==> config.mk <==
export PLATFORM = sky130hd
export DESIGN_NAME = useq_sequencer_flat
export DESIGN_NICKNAME = d
export VERILOG_FILES = /design/src/rtl/useq_sequencer_if.sv /design/src/rtl/useq_sequencer.sv /design/src/flat_wrapper.sv
export SDC_FILE = /design/constraint.sdc
export NUM_CORES = 1
export LEC_CHECK = 0
export ABC_CLOCK_PERIOD_IN_PS = 2900
export CORE_AREA = 4 4 62 64
export CTS_BUF_LIST = sky130_fd_sc_hd__clkbuf_16
export DETAILED_ROUTE_END_ITERATION = 12
export DIE_AREA = 0 0 66 68
export PLACE_DENSITY_LB_ADDON = 0.25
export SLEW_MARGIN = 40
export SYNTH_ARGS = -nofsm -noshare
export SYNTH_HDL_FRONTEND = slang
export SYNTH_SLANG_ARGS = --single-unit
==> constraint.sdc <==
create_clock -name clk -period 2.9 [get_ports clk]
set_input_delay 0.29 -clock clk [delete_from_list [all_inputs] [get_ports clk]]
set_output_delay 0.29 -clock clk [all_outputs]
set_load 0.005 [all_outputs]
==> src/rtl/useq_sequencer_if.sv <==
// rtl/useq_sequencer_if.sv - host/ROM/datapath signal bundle for the microprogram sequencer
interface useq_sequencer_if #(
    parameter int AW = 5,
    parameter int DW = 23
);
    logic          start;
    logic          stall;
    logic [7:1]    status;
    logic [AW-1:0] rom_addr;
    logic [DW-1:0] rom_data;
    logic [14:0]   ctrl;
    logic          busy;
    logic          done;
    logic          err;
    logic [7:0]    ucycles;

    // master: host, ROM and datapath side; slave: the sequencer itself
    modport master (
        output start, stall, status, rom_data,
        input  rom_addr, ctrl, busy, done, err, ucycles
    );

    modport slave (
        input  start, stall, status, rom_data,
        output rom_addr, ctrl, busy, done, err, ucycles
    );
endinterface

==> src/rtl/useq_sequencer.sv <==
// rtl/useq_sequencer.sv - microprogram sequencer reading a 23-bit control-memory ROM
module useq_sequencer #(
    parameter int AW        = 5,
    parameter int DW        = 23,
    parameter int DEPTH     = 18,
    parameter int HALT_ADDR = 17
) (
    input  logic              clk,
    input  logic              reset_n,
    useq_sequencer_if.slave   bus
);

    typedef enum logic [1:0] {
        S_IDLE = 2'd0,
        S_RUN  = 2'd1,
        S_DONE = 2'd2
    } state_e;

    state_e        state_q, state_d;
    logic [AW-1:0] upc_q, upc_d;
    logic [7:0]    ucycles_q, ucycles_d;
    logic          err_q, err_d;

    logic [2:0]    cond_sel;
    logic [AW-1:0] target;
    logic [7:0]    cond_vec;
    logic          cond_true;
    logic [AW:0]   next_addr;
    logic          addr_err;
    logic          at_halt;
    logic [7:0]    ucycles_inc;

    assign cond_sel = bus.rom_data[DW-1 -: 3];
    assign target   = bus.rom_data[DW-4 -: AW];

    // code 0 maps onto the constant-one bit so it is always taken
    assign cond_vec  = {bus.status, 1'b1};
    assign cond_true = cond_vec[cond_sel];

    // one extra bit so uPC+1 past the top of the address space is still caught
    assign next_addr = cond_true ? {1'b0, target} : ({1'b0, upc_q} + {{AW{1'b0}}, 1'b1});
    assign addr_err  = (next_addr >= (AW+1)'(DEPTH));
    assign at_halt   = (upc_q == AW'(HALT_ADDR));

    assign ucycles_inc = (ucycles_q == 8'hFF) ? ucycles_q : (ucycles_q + 8'd1);

    always_comb begin
        state_d   = state_q;
        upc_d     = upc_q;
        ucycles_d = ucycles_q;
        err_d     = err_q;

        unique case (state_q)
            S_IDLE: begin
                if (bus.start) begin
                    state_d   = S_RUN;
                    upc_d     = '0;
                    ucycles_d = '0;
                    err_d     = 1'b0;
                end
            end
            S_RUN: begin
                if (!bus.stall) begin
                    ucycles_d = ucycles_inc;
                    if (at_halt) begin
                        state_d = S_DONE;
                    end else if (addr_err) begin
                        err_d   = 1'b1;
                        state_d = S_DONE;
                    end else begin
                        upc_d = next_addr[AW-1:0];
                    end
                end
            end
            S_DONE: begin
                if (!bus.start) begin
                    state_d = S_IDLE;
                    upc_d   = '0;
                end
            end
            default: begin
                state_d = S_IDLE;
                upc_d   = '0;
            end
        endcase
    end

    always_ff @(posedge clk or negedge reset_n) begin
        if (!reset_n) begin
            state_q   <= S_IDLE;
            upc_q     <= '0;
            ucycles_q <= '0;
            err_q     <= 1'b0;
        end else begin
            state_q   <= state_d;
            upc_q     <= upc_d;
            ucycles_q <= ucycles_d;
            err_q     <= err_d;
        end
    end

    // outputs are decoded from state so an async reset clears them without waiting for a clock
    always_comb begin
        bus.rom_addr = upc_q;
        bus.ctrl     = '0;
        bus.busy     = 1'b0;
        bus.done     = 1'b0;
        bus.err      = err_q;
        bus.ucycles  = ucycles_q;
        unique case (state_q)
            S_IDLE: bus.rom_addr = '0;
            S_RUN: begin
                bus.ctrl = bus.rom_data[14:0];
                bus.busy = 1'b1;
            end
            S_DONE:  bus.done = 1'b1;
            default: bus.rom_addr = '0;
        endcase
    end

endmodule

==> src/flat_wrapper.sv <==
// flat-port wrapper written by rule: the top's interface ports become plain ports
module useq_sequencer_flat 
#(
    parameter int AW        = 5,
    parameter int DW        = 23,
    parameter int DEPTH     = 18,
    parameter int HALT_ADDR = 17
)
  (clk, reset_n, bus_start, bus_stall, bus_status, bus_rom_data, bus_rom_addr, bus_ctrl, bus_busy, bus_done, bus_err, bus_ucycles);
  useq_sequencer_if #(.AW(AW), .DW(DW)) bus_i ();
  input  logic clk;
  input  logic reset_n;
  input wire logic [$bits(bus_i.start)-1:0] bus_start;
  input wire logic [$bits(bus_i.stall)-1:0] bus_stall;
  input wire logic [$bits(bus_i.status)-1:0] bus_status;
  input wire logic [$bits(bus_i.rom_data)-1:0] bus_rom_data;
  output wire logic [$bits(bus_i.rom_addr)-1:0] bus_rom_addr;
  output wire logic [$bits(bus_i.ctrl)-1:0] bus_ctrl;
  output wire logic [$bits(bus_i.busy)-1:0] bus_busy;
  output wire logic [$bits(bus_i.done)-1:0] bus_done;
  output wire logic [$bits(bus_i.err)-1:0] bus_err;
  output wire logic [$bits(bus_i.ucycles)-1:0] bus_ucycles;
  assign bus_i.start = bus_start;
  assign bus_i.stall = bus_stall;
  assign bus_i.status = bus_status;
  assign bus_i.rom_data = bus_rom_data;
  assign bus_rom_addr = bus_i.rom_addr;
  assign bus_ctrl = bus_i.ctrl;
  assign bus_busy = bus_i.busy;
  assign bus_done = bus_i.done;
  assign bus_err = bus_i.err;
  assign bus_ucycles = bus_i.ucycles;
  useq_sequencer #(.AW(AW), .DW(DW), .DEPTH(DEPTH), .HALT_ADDR(HALT_ADDR)) u_core (.clk(clk), .reset_n(reset_n), .bus(bus_i));
endmodule
==> out/qor.txt <==
syn_area_per_cell = 8.12 um^2
All-Layer GR Usage = 16.2%
Clock Tree Root = clkbuf_16
Yosys cell types = 38
layout cell share with drive strength beyond 1 = 4.57%
Hold WC Path Type = input port to async pin
hold_buf cts = 0
initial antenna violation count = 0
Net Sw Frac = 38.5%
Max Fclk = 0.405 GHz
drt pass-1 iters = 4
# H-tree levels = 1
RSZ-0062 raised after global routing = no
pwr/cell area = 747 nW/um^2
Clock Pin Slew Worst Setup and Hold Paths = 0.05 ns
final wirelength = 3.49 mm
CTS tree = built
via/cell ratio = 5.04
TritonCTS Buffers = 3
total number of vias = 1,336
global route total overflow = 0
first-pass GRT wire length = 5.66 mm
setup repair bufs after CTS = 0
core area = 3280 um^2
Least-Margin Pin Slew = 0.662 ns
CTS Buffer Depth = 2
post-synthesis instance area = 1300 um^2
Internal Power = 0.000940 W
CP Class = input port to flop
clk_lat worst skew = 0.24 ns
Post-synth EDFFs = 0
CTS Sinks = 16
Antenna diodes = 0
Sequential Power Share = 26.9%
vias in the first global route = 1,319
Synth async-reset ratio = 100%
nets = 261
Worst VDD drop = 350 uV
sequential element share of the synthesized area = 30.8%
Setup-failing EPs final = 0
status = finished, final reports clean
I/O Buffers = 64
YS warnings = 0
Synth Instances = 160
# DRC = 0
Sw Pwr = 0.000589 W
required time of the critical path = 3.03 ns
DP Wirelength = 2.77 mm
Main synth FF type = dfrtp_1
Die X = 66 um
Combinational Power Share = 56.2%
Synthesized Nets = 200
Clock Skews = 0.000840 ns
Critical Path Fanout Max = 12
floorplan row count = 21
post-route ant nets = 0
initial DRC count = 56
slew margin rel. = 55.8%
commonest non-fill, non-tap cells in the layout = 63 x clkdlybuf4s50_1, 22 x and2_1, 19 x nand2_1
Startpoint Class = input port
die area = 4490 um^2
nature of the critical path endpoint = flop
I/O Pins = 65
WL/cell = 13.2 um
largest net degree at the start of global routing = 26
commonest non-fill, non-tap cell in the layout = clkdlybuf4s50_1
Max Transition Viols Final = 0
setup tns final = 0 ns
final hold slack = 0.491 ns
Worst Path Arrival = 2.59 ns
final-report hold violation count = 0
final period demand of the worst path = 2.47 ns
Tcrit/Tclk final = 85.0%
Max Cap Viol = 0
clock power share = 17.0%
area growth from synthesis to layout = 57.5%
Initial Util = 39.5%
Resized Gates After CTS = 0
leakage power = 0.827 nW
die height = 68 um
synthesized flop and latch total = 16
RePlAce Congestion = 0.881
-- path summary, 6_finish.rpt --
path	startpoint	endpoint	slack, ns	cells after the start
max	bus_rom_data[22]	u_core.state_q[0]	0.43	7
min	reset_n	u_core.bus.ucycles[4]	0.49	2
max reg2reg	u_core.upc_q[0]	u_core.state_q[0]	0.57	7
min reg2reg	u_core.state_q[1]	u_core.state_q[1]	0.53	1
max in group asynchronous	reset_n	u_core.state_q[1]	2.15	2
min in group clk	u_core.state_q[1]	u_core.state_q[1]	0.53	1
-- critical path, cell delays in order --
cell             delay, ns
clkdlybuf4s50_1       0.55
mux2i_1               0.09
mux4_2                0.60
a21oi_1               0.23
a22o_1                0.41
a21oi_2               0.11
mux2_4                0.31
-- sequential cells by signal, indices dropped and copies added (netlist names) --
name	flops
u_core.bus.err	1
u_core.bus.ucycles	8
u_core.state_q	2
u_core.upc_q	5
-- layer usage --
layer  wire length [um]  global-route usage [%]
met3                192                    4.27
met1               1470                    19.1
met2               1780                    27.8
met4                 45                    6.85
met5                  0                       0
-- stage by stage --
step	total power, W	area (um^2)	setup WS (ns)	util [%]	std cells
2_1_floorplan	0.000886	1300	0.796	-	160
3_3_place_gp	0.00124	1960	0.278	59.7	261
3_5_place_dp	0.00128	1970	0.220	59.8	261
4_1_cts	0.00154	2040	0.468	62.1	264
5_1_grt	0.00165	2050	0.345	62.3	265
6_report	0.00153	2050	0.434	62.3	265
-- Yosys cell counts (all sizes together) (2+ instances only) --
library cell  number  share of area, %
clkbuf             9               2.6
nand2             19               5.5
nand3              5               1.9
xor2               2               1.3
o21ai             13               5.0
nor4b              2               1.3
dfrtp             16                31
a22o               2               1.3
nor2               8               2.3
a211oi             4               2.3
nand4              2              0.96
nor3               5               1.9
mux2i              8               6.2
ha                 6               5.8
inv                8               2.3
a21oi              9               3.8
and2              22                11
-- cell families (layout without fill, tap and decap cells) --
| group | count (synthesis) | after routing | share of synthesized area [%] |
|---|---|---|---|
| and+or+nand+nor | 70 | 70 | 28.5 |
| AOI/OAI and AO/OA | 37 | 37 | 18.0 |
| buffers and inverters | 18 | 77 | 5.78 |
| DFF | 16 | 16 | 30.8 |
| muxes | 10 | 10 | 9.06 |
| adders and majority gates | 6 | 6 | 5.78 |
| xor gates and xnor gates | 3 | 3 | 2.02 |
-- layout make-up --
cell class | count | area (um^2)
clock buffer | 3 | 75.1
fill | 296 | 1240
timing repair buffer | 66 | 653
tap | 46 | 57.6
multi-input combinational | 126 | 830
inverter | 8 | 30.0
sequential | 16 | 400
-- power by group through the flow --
stage	registers (W)	clock network, W	logic, W
finish	0.000410	0.000260	0.000859
global route	0.000424	0.000275	0.000955
CTS	0.000406	0.000265	0.000870
detailed placement	0.000407	0	0.000868
global placement	0.000405	0	0.000837
floorplan	0.000342	0	0.000545
Note: power is estimated with default switching activity, not from simulation.
